===== src/rtl/sc_pkg.sv =====
// Shared definitions for the Simple Computer instruction sequencer.
// Latency: none; types, constants and pure decode helpers only.
// Backpressure: none.
package sc_pkg;

  // Sequencer states
  typedef enum logic [2:0] {
    S_IDLE   = 3'd0,
    S_FETCH  = 3'd1,
    S_DECODE = 3'd2,
    S_MEM    = 3'd3,
    S_EXEC   = 3'd4,
    S_HALT   = 3'd5,
    S_FAULT  = 3'd6
  } seq_state_e;

  // Instruction register layout
  localparam int IR_W      = 16;
  localparam int IR_OPC_HI = 15;
  localparam int IR_OPC_LO = 13;

  // Opcode classes carried in ir[15:13]
  localparam logic [2:0] OPC_ALU    = 3'b000;
  localparam logic [2:0] OPC_LOAD   = 3'b001;
  localparam logic [2:0] OPC_STORE  = 3'b010;
  localparam logic [2:0] OPC_HALT   = 3'b011;
  localparam logic [2:0] OPC_NOP0   = 3'b100;
  localparam logic [2:0] OPC_NOP1   = 3'b101;
  localparam logic [2:0] OPC_BRANCH = 3'b110;
  localparam logic [2:0] OPC_JUMP   = 3'b111;

  // Strobes driven during the EXEC cycle (pc_en is implied for every class)
  typedef struct packed {
    logic rf_we;
    logic pl;
    logic jb;
    logic bc;
  } exec_ctl_t;

  // Map an opcode class onto its EXEC-cycle strobes.
  // NOP classes fall through to all-zero: they retire like ALU ops but never write.
  function automatic exec_ctl_t exec_ctl(input logic [2:0] opc);
    exec_ctl_t c;
    c = '0;
    case (opc)
      OPC_ALU, OPC_LOAD: c.rf_we = 1'b1;
      OPC_BRANCH: begin
        c.pl = 1'b1;
        c.bc = 1'b1;
      end
      OPC_JUMP: begin
        c.pl = 1'b1;
        c.jb = 1'b1;
      end
      default: c = '0;
    endcase
    return c;
  endfunction

  // Classes that need a data-memory access between DECODE and EXEC
  function automatic logic is_mem_opc(input logic [2:0] opc);
    return (opc == OPC_LOAD) || (opc == OPC_STORE);
  endfunction

endpackage


===== src/rtl/instr_sequencer_timeout.sv =====
// Memory-request wait counter: counts un-acked request cycles and flags expiry.
// Latency: expired_o is combinational on the cycle the count would reach TIMEOUT.
// Backpressure: none; the sequencer owns clear/enable, TIMEOUT=0 never expires.
module seq_timeout_ctr #(
  parameter int TIMEOUT = 16
) (
  input  logic clock,
  input  logic reset,
  input  logic clr_i,
  input  logic en_i,
  output logic expired_o
);

  localparam int unsigned CW = (TIMEOUT < 2) ? 1 : $clog2(TIMEOUT + 1);
  // Count value at which one more un-acked cycle reaches TIMEOUT
  localparam logic [CW-1:0] LIMIT = CW'(TIMEOUT - 1);
  localparam bit ENABLED = (TIMEOUT != 0);

  logic [CW-1:0] cnt_q;
  logic [CW-1:0] cnt_d;

  // Next count: clear between requests, step on every waiting cycle
  always_comb begin
    cnt_d = cnt_q;
    if (clr_i) begin
      cnt_d = '0;
    end else if (en_i) begin
      cnt_d = cnt_q + CW'(1);
    end
  end

  // Wait-count register
  always_ff @(posedge clock) begin
    if (reset) begin
      cnt_q <= '0;
    end else begin
      cnt_q <= cnt_d;
    end
  end

  // Expiry only on a waiting cycle, so an ack arriving on the limit cycle wins
  assign expired_o = ENABLED && en_i && !clr_i && (cnt_q == LIMIT);

endmodule


===== src/rtl/instr_sequencer.sv =====
// Fetch/decode/execute sequencer: drives memory req/ack, PC controls and RF strobes.
// Latency: ALU/BRANCH/JUMP 3 cycles, LOAD/STORE 4, plus one per memory wait cycle.
// Backpressure: mem_req held until mem_ack; a request un-acked for TIMEOUT cycles faults.
module instr_sequencer
  import sc_pkg::*;
#(
  parameter int TIMEOUT = 16,
  parameter int CNT_W   = 16
) (
  input  logic             clock,
  input  logic             reset,
  input  logic             run,
  input  logic [15:0]      mem_rdata,
  input  logic             mem_ack,
  output logic             mem_req,
  output logic             mem_we,
  output logic             addr_sel,
  output logic [15:0]      ir,
  output logic             rf_we,
  output logic             pc_en,
  output logic             PL,
  output logic             JB,
  output logic             BC,
  output logic             halted,
  output logic             fault,
  output logic [CNT_W-1:0] instr_count
);

  seq_state_e       state_q;
  logic [IR_W-1:0]  ir_q;
  logic             mem_req_q;
  logic             mem_we_q;
  logic             addr_sel_q;
  logic             rf_we_q;
  logic             pc_en_q;
  logic             pl_q;
  logic             jb_q;
  logic             bc_q;
  logic             halted_q;
  logic             fault_q;
  logic [CNT_W-1:0] count_q;

  logic [2:0]       opc;
  exec_ctl_t        ctl;
  logic             tmo_clr;
  logic             tmo_en;
  logic             tmo_expired;

  // Decode always works from the held instruction
  assign opc = ir_q[IR_OPC_HI:IR_OPC_LO];
  assign ctl = exec_ctl(opc);

  // Wait counter restarts whenever no request is outstanding
  assign tmo_clr = !mem_req_q;
  assign tmo_en  = mem_req_q && !mem_ack;

  seq_timeout_ctr #(
    .TIMEOUT(TIMEOUT)
  ) u_tmo (
    .clock    (clock),
    .reset    (reset),
    .clr_i    (tmo_clr),
    .en_i     (tmo_en),
    .expired_o(tmo_expired)
  );

  // Sequencer FSM; outputs are registered alongside the state they belong to
  always_ff @(posedge clock) begin
    if (reset) begin
      state_q    <= S_IDLE;
      ir_q       <= '0;
      mem_req_q  <= 1'b0;
      mem_we_q   <= 1'b0;
      addr_sel_q <= 1'b0;
      rf_we_q    <= 1'b0;
      pc_en_q    <= 1'b0;
      pl_q       <= 1'b0;
      jb_q       <= 1'b0;
      bc_q       <= 1'b0;
      halted_q   <= 1'b0;
      fault_q    <= 1'b0;
      count_q    <= '0;
    end else begin
      // EXEC strobes are single-cycle; re-armed only on entry to EXEC
      rf_we_q <= 1'b0;
      pc_en_q <= 1'b0;
      pl_q    <= 1'b0;
      jb_q    <= 1'b0;
      bc_q    <= 1'b0;

      case (state_q)
        S_IDLE: begin
          if (run) begin
            state_q    <= S_FETCH;
            mem_req_q  <= 1'b1;
            mem_we_q   <= 1'b0;
            addr_sel_q <= 1'b0;
          end
        end

        S_FETCH: begin
          if (mem_ack) begin
            ir_q      <= mem_rdata;
            state_q   <= S_DECODE;
            mem_req_q <= 1'b0;
          end else if (tmo_expired) begin
            state_q   <= S_FAULT;
            mem_req_q <= 1'b0;
            fault_q   <= 1'b1;
          end
        end

        S_DECODE: begin
          if (is_mem_opc(opc)) begin
            state_q    <= S_MEM;
            mem_req_q  <= 1'b1;
            addr_sel_q <= 1'b1;
            mem_we_q   <= (opc == OPC_STORE);
          end else if (opc == OPC_HALT) begin
            state_q  <= S_HALT;
            halted_q <= 1'b1;
          end else begin
            state_q <= S_EXEC;
            pc_en_q <= 1'b1;
            rf_we_q <= ctl.rf_we;
            pl_q    <= ctl.pl;
            jb_q    <= ctl.jb;
            bc_q    <= ctl.bc;
          end
        end

        S_MEM: begin
          if (mem_ack) begin
            state_q    <= S_EXEC;
            mem_req_q  <= 1'b0;
            mem_we_q   <= 1'b0;
            addr_sel_q <= 1'b0;
            pc_en_q    <= 1'b1;
            rf_we_q    <= ctl.rf_we;
            pl_q       <= ctl.pl;
            jb_q       <= ctl.jb;
            bc_q       <= ctl.bc;
          end else if (tmo_expired) begin
            state_q    <= S_FAULT;
            mem_req_q  <= 1'b0;
            mem_we_q   <= 1'b0;
            addr_sel_q <= 1'b0;
            fault_q    <= 1'b1;
          end
        end

        S_EXEC: begin
          // Retire here; the counter wraps silently
          count_q <= count_q + CNT_W'(1);
          if (run) begin
            state_q    <= S_FETCH;
            mem_req_q  <= 1'b1;
            mem_we_q   <= 1'b0;
            addr_sel_q <= 1'b0;
          end else begin
            state_q <= S_IDLE;
          end
        end

        // Terminal states: only reset leaves them
        S_HALT:  state_q <= S_HALT;
        S_FAULT: state_q <= S_FAULT;

        default: begin
          state_q    <= S_IDLE;
          mem_req_q  <= 1'b0;
          mem_we_q   <= 1'b0;
          addr_sel_q <= 1'b0;
        end
      endcase
    end
  end

  assign mem_req     = mem_req_q;
  assign mem_we      = mem_we_q;
  assign addr_sel    = addr_sel_q;
  assign ir          = ir_q;
  assign rf_we       = rf_we_q;
  assign pc_en       = pc_en_q;
  assign PL          = pl_q;
  assign JB          = jb_q;
  assign BC          = bc_q;
  assign halted      = halted_q;
  assign fault       = fault_q;
  assign instr_count = count_q;

endmodule

===== config.mk =====
export PLATFORM = sky130hd
export DESIGN_NAME = instr_sequencer
export DESIGN_NICKNAME = d
export VERILOG_FILES = /design/src/rtl/sc_pkg.sv /design/src/rtl/instr_sequencer_timeout.sv /design/src/rtl/instr_sequencer.sv
export SDC_FILE = /design/constraint.sdc
export NUM_CORES = 1
export LEC_CHECK = 0
export BUFFER_PORTS_ARGS = -buffer_cell sky130_fd_sc_hd__buf_2
export CAP_MARGIN = 20
export CORE_MARGIN = 3
export CORE_UTILIZATION = 39
export CTS_BUF_LIST = sky130_fd_sc_hd__clkbuf_8
export DETAILED_ROUTE_END_ITERATION = 8
export SYNTH_ARGS = -nofsm -noshare
export SYNTH_HDL_FRONTEND = slang
export SYNTH_SLANG_ARGS = --single-unit

===== constraint.sdc =====
create_clock -name clock -period 1.9 [get_ports clock]
set_input_delay 0.38 -clock clock [delete_from_list [all_inputs] [get_ports clock]]
set_output_delay 0.38 -clock clock [all_outputs]
set_load 0.05 [all_outputs]

Word level (Yosys, flattened, before mapping):

Cells that the tools add are included.
W data, S select, Z words.

* add/sub/neg operators: 2
* equal/unequal tests: 17
* multiplexer cells: 41
* bitwise operators: 5
* reduce and logical (&&, ||, !) cells: 19

Operator list (number)
* $mux W1: 27
* $pmux W3 S7: 1
* $add A16 B1 Y16 const B: 1
* $eq A3 B3 Y1 const B: 5
* $mux W3: 5
* $eq A3 B2 Y1 const B: 4
* $pmux W1 S4: 3
* $reduce_or A2 Y1: 6
* $pmux W1 S2: 5
* $reduce_and A4 Y1: 2
* $eq A3 B1 Y1 const B: 2
* $logic_not A3 Y1: 2
* $reduce_and A3 Y1: 2
* $add A5 B1 Y5 const B: 1
* $eq A5 B4 Y1 const B: 1
* $not A1 Y1: 5
* $ne A2 B2 Y1 const B: 2
* $logic_and A1 B1 Y1: 3
* $ne A3 B1 Y1 const B: 1
* $ne A3 B3 Y1 const B: 1
* $reduce_or A3 Y1: 1
* $ne A2 B1 Y1 const B: 1
* $reduce_and A2 Y1: 1
* $logic_not A1 Y1: 1
* $logic_or A1 B1 Y1: 1

* bits in registers: 50
* logic and storage cells: 98

Logic depth before layout (Yosys ltp):

* word-level depth: 7
* gate-level depth with buffers: 7
* mapped depth without buffers: 7

By module:

Synthesis repeated with hierarchy kept, for this count alone.

* cells, all modules: 260
* area total of the unflattened synthesis: 2224.6 µm²

By module, submodules not included
* instr_sequencer: instances 1, cells an instance 235, area an instance 1949.4 µm², seq. area each 900.9 µm²
* seq_timeout_ctr: instances 1, cells an instance 25, area an instance 275.3 µm², seq. area each 100.1 µm²

Worst setup path before layout:

OpenSTA, ideal clock, no wires.

* path type: register to register
* from: register count_q[3] (netlist: instr_count[3])
* to: register count_q[13] (netlist: instr_count[13])
* arrival time: 1.840 ns
* slack: -0.063 ns
* cell stages (with the launch flop): 5
* path buffers: 0
* clock period less this slack: 1.963 ns
* cells stage by stage: dfxtp_1 -> nand4_1 -> nor4_4 -> nand3_1 -> mux2_1

* cells in the longest elaborated chain, start to end: 1

Ends and longest elaborated chain
* start: declaration: RTL line instr_sequencer.sv:41 `logic [CNT_W-1:0] count_q;`
* start signal: assignment: RTL line instr_sequencer.sv:154 `count_q <= count_q + CNT_W'(1);`
* $add A16 B1 Y16: RTL line instr_sequencer.sv:154

No other way between the ends.
A chain may end at the register's enable or synchronous reset.

Worst setup path in the final report:

* from: register count_q[6] (netlist: instr_count[6])
* to: register count_q[15] (netlist: instr_count[15])

The elaborated chain is that of the path after synthesis.

==> impl_metrics.toml <==
[outcome]
status = "finished clean"

[global_route]
grt_pass1_vias = 1728
overflow = 0
grt_max_degree = 26
grt_use_total = 0.156
grt_pass1_wl_um = 7910
antenna_found_initial = 0

[final_layout]
fin_util = 0.512
stdcell_area_mm2 = 0.00267
seqCellArea_mm2 = 0.00100
layout_common_cells = "buf_2 (61), dfxtp_1 (47), nand2_1 (45)"
fin_nets = 340
final_common_cell = "buf_2"
instances_no_fill = 388
diodes = 0
drive_gt1_frac = 0.280
area_delta_synth_final_pct = 24.6
multi_input_area_mm2 = 0.00105
nFillCells = 564

[critical_path]
crit_type = "register to register"
critPathArrivalTime_ns = 1.82
critPathMaxStageDelay_ns = 0.39
path_delay_family = "simple AND/OR/NAND/NOR gates"
required_ns = 2.09
crit_slowest_cell = "nor4_4"
reg2reg_from = "instr_count[6]"
path_cells = "nand4_1 > nor4_4 > nand3_1 > mux2_1"
startpoint_type = "register"
endpoint_kind = "register"
startpoint = "instr_count[6]"
worstPathBufferInverterCount = 0
cp_max_fo = 6

[die]
placementRows = 26
dieWidth_um = 80.0
start_util = 0.411
ios = 62
core_mm2 = 0.00520
die_h_um = 80.0
die-area_mm2 = 0.00641

[logic_synthesis]
synth_fp_nets = 276
synth_cell_types = 44
ys_warn_count = 0
synth_enable_flop_cells = 0
async_reset_ff_frac = 0
ys_seq_elements = 50
ys_seq_area_frac = 0.468
ys.flop_type = "dfxtp_1"
syn_area_mm2 = 0.00214
synthCells = 253
avgSynthCellArea_um2 = 8.45

[sta]
maxSlewHeadroom = 0.693
grt_setup_unrepaired = "no"
fmax_ghz = 0.613
worst_hold_slack_ns = 0.310
finalHoldViolCount = 0
skew_ns = 0.00363
report.final.slew_viol_count = 0
min_period_over_period = 0.859
setup_violations = 0
fin_crit_ns = 1.63
setup_tns_ns = 0
worst_pin_slew_ns = 0.454

[cts]
cts_tree = "built"
cts_root_buf = "clkbuf_8"
clk_latency_ns = 0.30
path_clk_slew_ns = 0.09
htree_levels = 2
ctsResizeCount = 0
postCtsSetupRepairBufs = 0
cts_hold_buf = 0
cts_buffers = 5
cts_max_path_buffers = 2
cts_sinks = 50

[place]
gp_congestion = 0.779
dp.cells = 380
port_buffers = 61
dpl.hpwl_um = 3440
place_area_mm2 = 0.00256

[pwr]
seq_power_share = 0.504
p_per_area_mw_per_mm2 = 824
combPwrFrac = 0.163
power_leakage_nw = 1.17
clock_power_share = 0.333
ir_drop_mv = 0.434
swShare = 0.277
p_int_w = 0.00159
p_sw_w = 0.000608

[drt]
drc = 0
wl_um = 4740
wl_per_cell_um = 12.2
viasPerCell = 4.94
dr_total_vias = 1915
firstDrtPassIters = 5
first_iter_violations = 80
ant_nets = 0

[min_path]
hold_class = "input port to register"
holdCritStartpoint = "mem_rdata[13]"

[flow_run]
cap_violations = 0
==> power groups by stage <==
| stage | clock [W] | combinational [W] | sequential, W |
|---|---|---|---|
| CTS | 0.000763 | 0.000361 | 0.00111 |
| global placement | 0 | 0.000360 | 0.00113 |
| floorplan | 0 | 0.000158 | 0.00123 |
| detailed placement | 0 | 0.000361 | 0.00113 |
| global route | 0.000811 | 0.000391 | 0.00111 |
| finish | 0.000730 | 0.000358 | 0.00111 |
==> tightest hold or removal path, cell delays in order <==
cell     delay (ns)
buf_2          0.09
nand2_1        0.04
a21oi_1        0.05
==> metrics by stage <==
step	total power, W	setup WS (ns)
2_1_floorplan	0.00139	0.0293
3_3_place_gp	0.00149	0.314
3_5_place_dp	0.00149	0.261
4_1_cts	0.00223	0.249
5_1_grt	0.00232	0.130
6_report	0.00219	0.269
==> flip-flops by register name, summed over array words and instances, names as in the netlist <==
signal / flops
u_tmo.cnt_q: 5
mem_we: 1
halted: 1
mem_req: 1
rf_we: 1
state_q: 3
addr_sel: 1
JB: 1
pc_en: 1
fault: 1
PL: 1
BC: 1
instr_count: 16
ir: 16
==> worst paths after layout <==
| path | to | slack (ns) | depth (start not counted) |
|---|---|---|---|
| max | instr_count[15] | 0.27 | 4 |
| min | ir[13] | 0.31 | 3 |
| max reg2reg | instr_count[15] | 0.27 | 4 |
| min reg2reg | ir[0] | 0.45 | 2 |
==> cell usage after synthesis (2+ instances only) <==
cell type  number  area share
dfxtp_1        50        0.47
nand2_1        45       0.079
nor2_1         29       0.051
a21oi_1        25       0.059
clkbuf_1        8       0.014
xnor2_1         8       0.033
nor3_1          7       0.016
nor2b_1         6       0.018
inv_1           5      0.0088
nand2b_1        5       0.015
xor2_1          5       0.020
buf_2           4      0.0094
nand3_1         4      0.0094
nand4_1         4       0.012
a31o_2          3       0.012
and3_1          3      0.0088
buf_1           3      0.0053
ha_1            3       0.018
mux2i_1         3       0.014
nor4_1          3      0.0088
nor4b_1         3       0.012
o211ai_1        3       0.011
mux2_1          2       0.011
nand3b_1        2      0.0070
==> final cells by class <==
type / count / area share
timing repair buffer: 73 / 0.148
sequential: 50 / 0.377
tap: 70 / 0.0329
multi-input combinational: 182 / 0.394
clock buffer: 5 / 0.0258
inverter: 5 / 0.00704
clock inverter: 3 / 0.0150
==> per-layer routing <==
layer / vias to the layer above / GRT usage / part of all wire
met1: 882 / 0.189 / 0.45
met4: 0 / 0.0608 / 0.0082
li1: 985 / - / -
met5: - / 0 / 0
met3: 2 / 0.0372 / 0.040
met2: 46 / 0.264 / 0.50
==> cells by family (layout without fill, tap and decap cells) <==
group / after synthesis / after routing / synth area share
buffers and inverters: 21 / 86 / 0.0410
flip-flops: 50 / 50 / 0.468
adder cells (fa/ha/maj): 3 / 3 / 0.0176
AND/OR/NAND/NOR: 121 / 121 / 0.283
multiplexers: 5 / 5 / 0.0246
AO/OA/AOI/OAI: 40 / 40 / 0.113
XOR/XNOR: 13 / 13 / 0.0532
(Power assumes the default switching activity.)
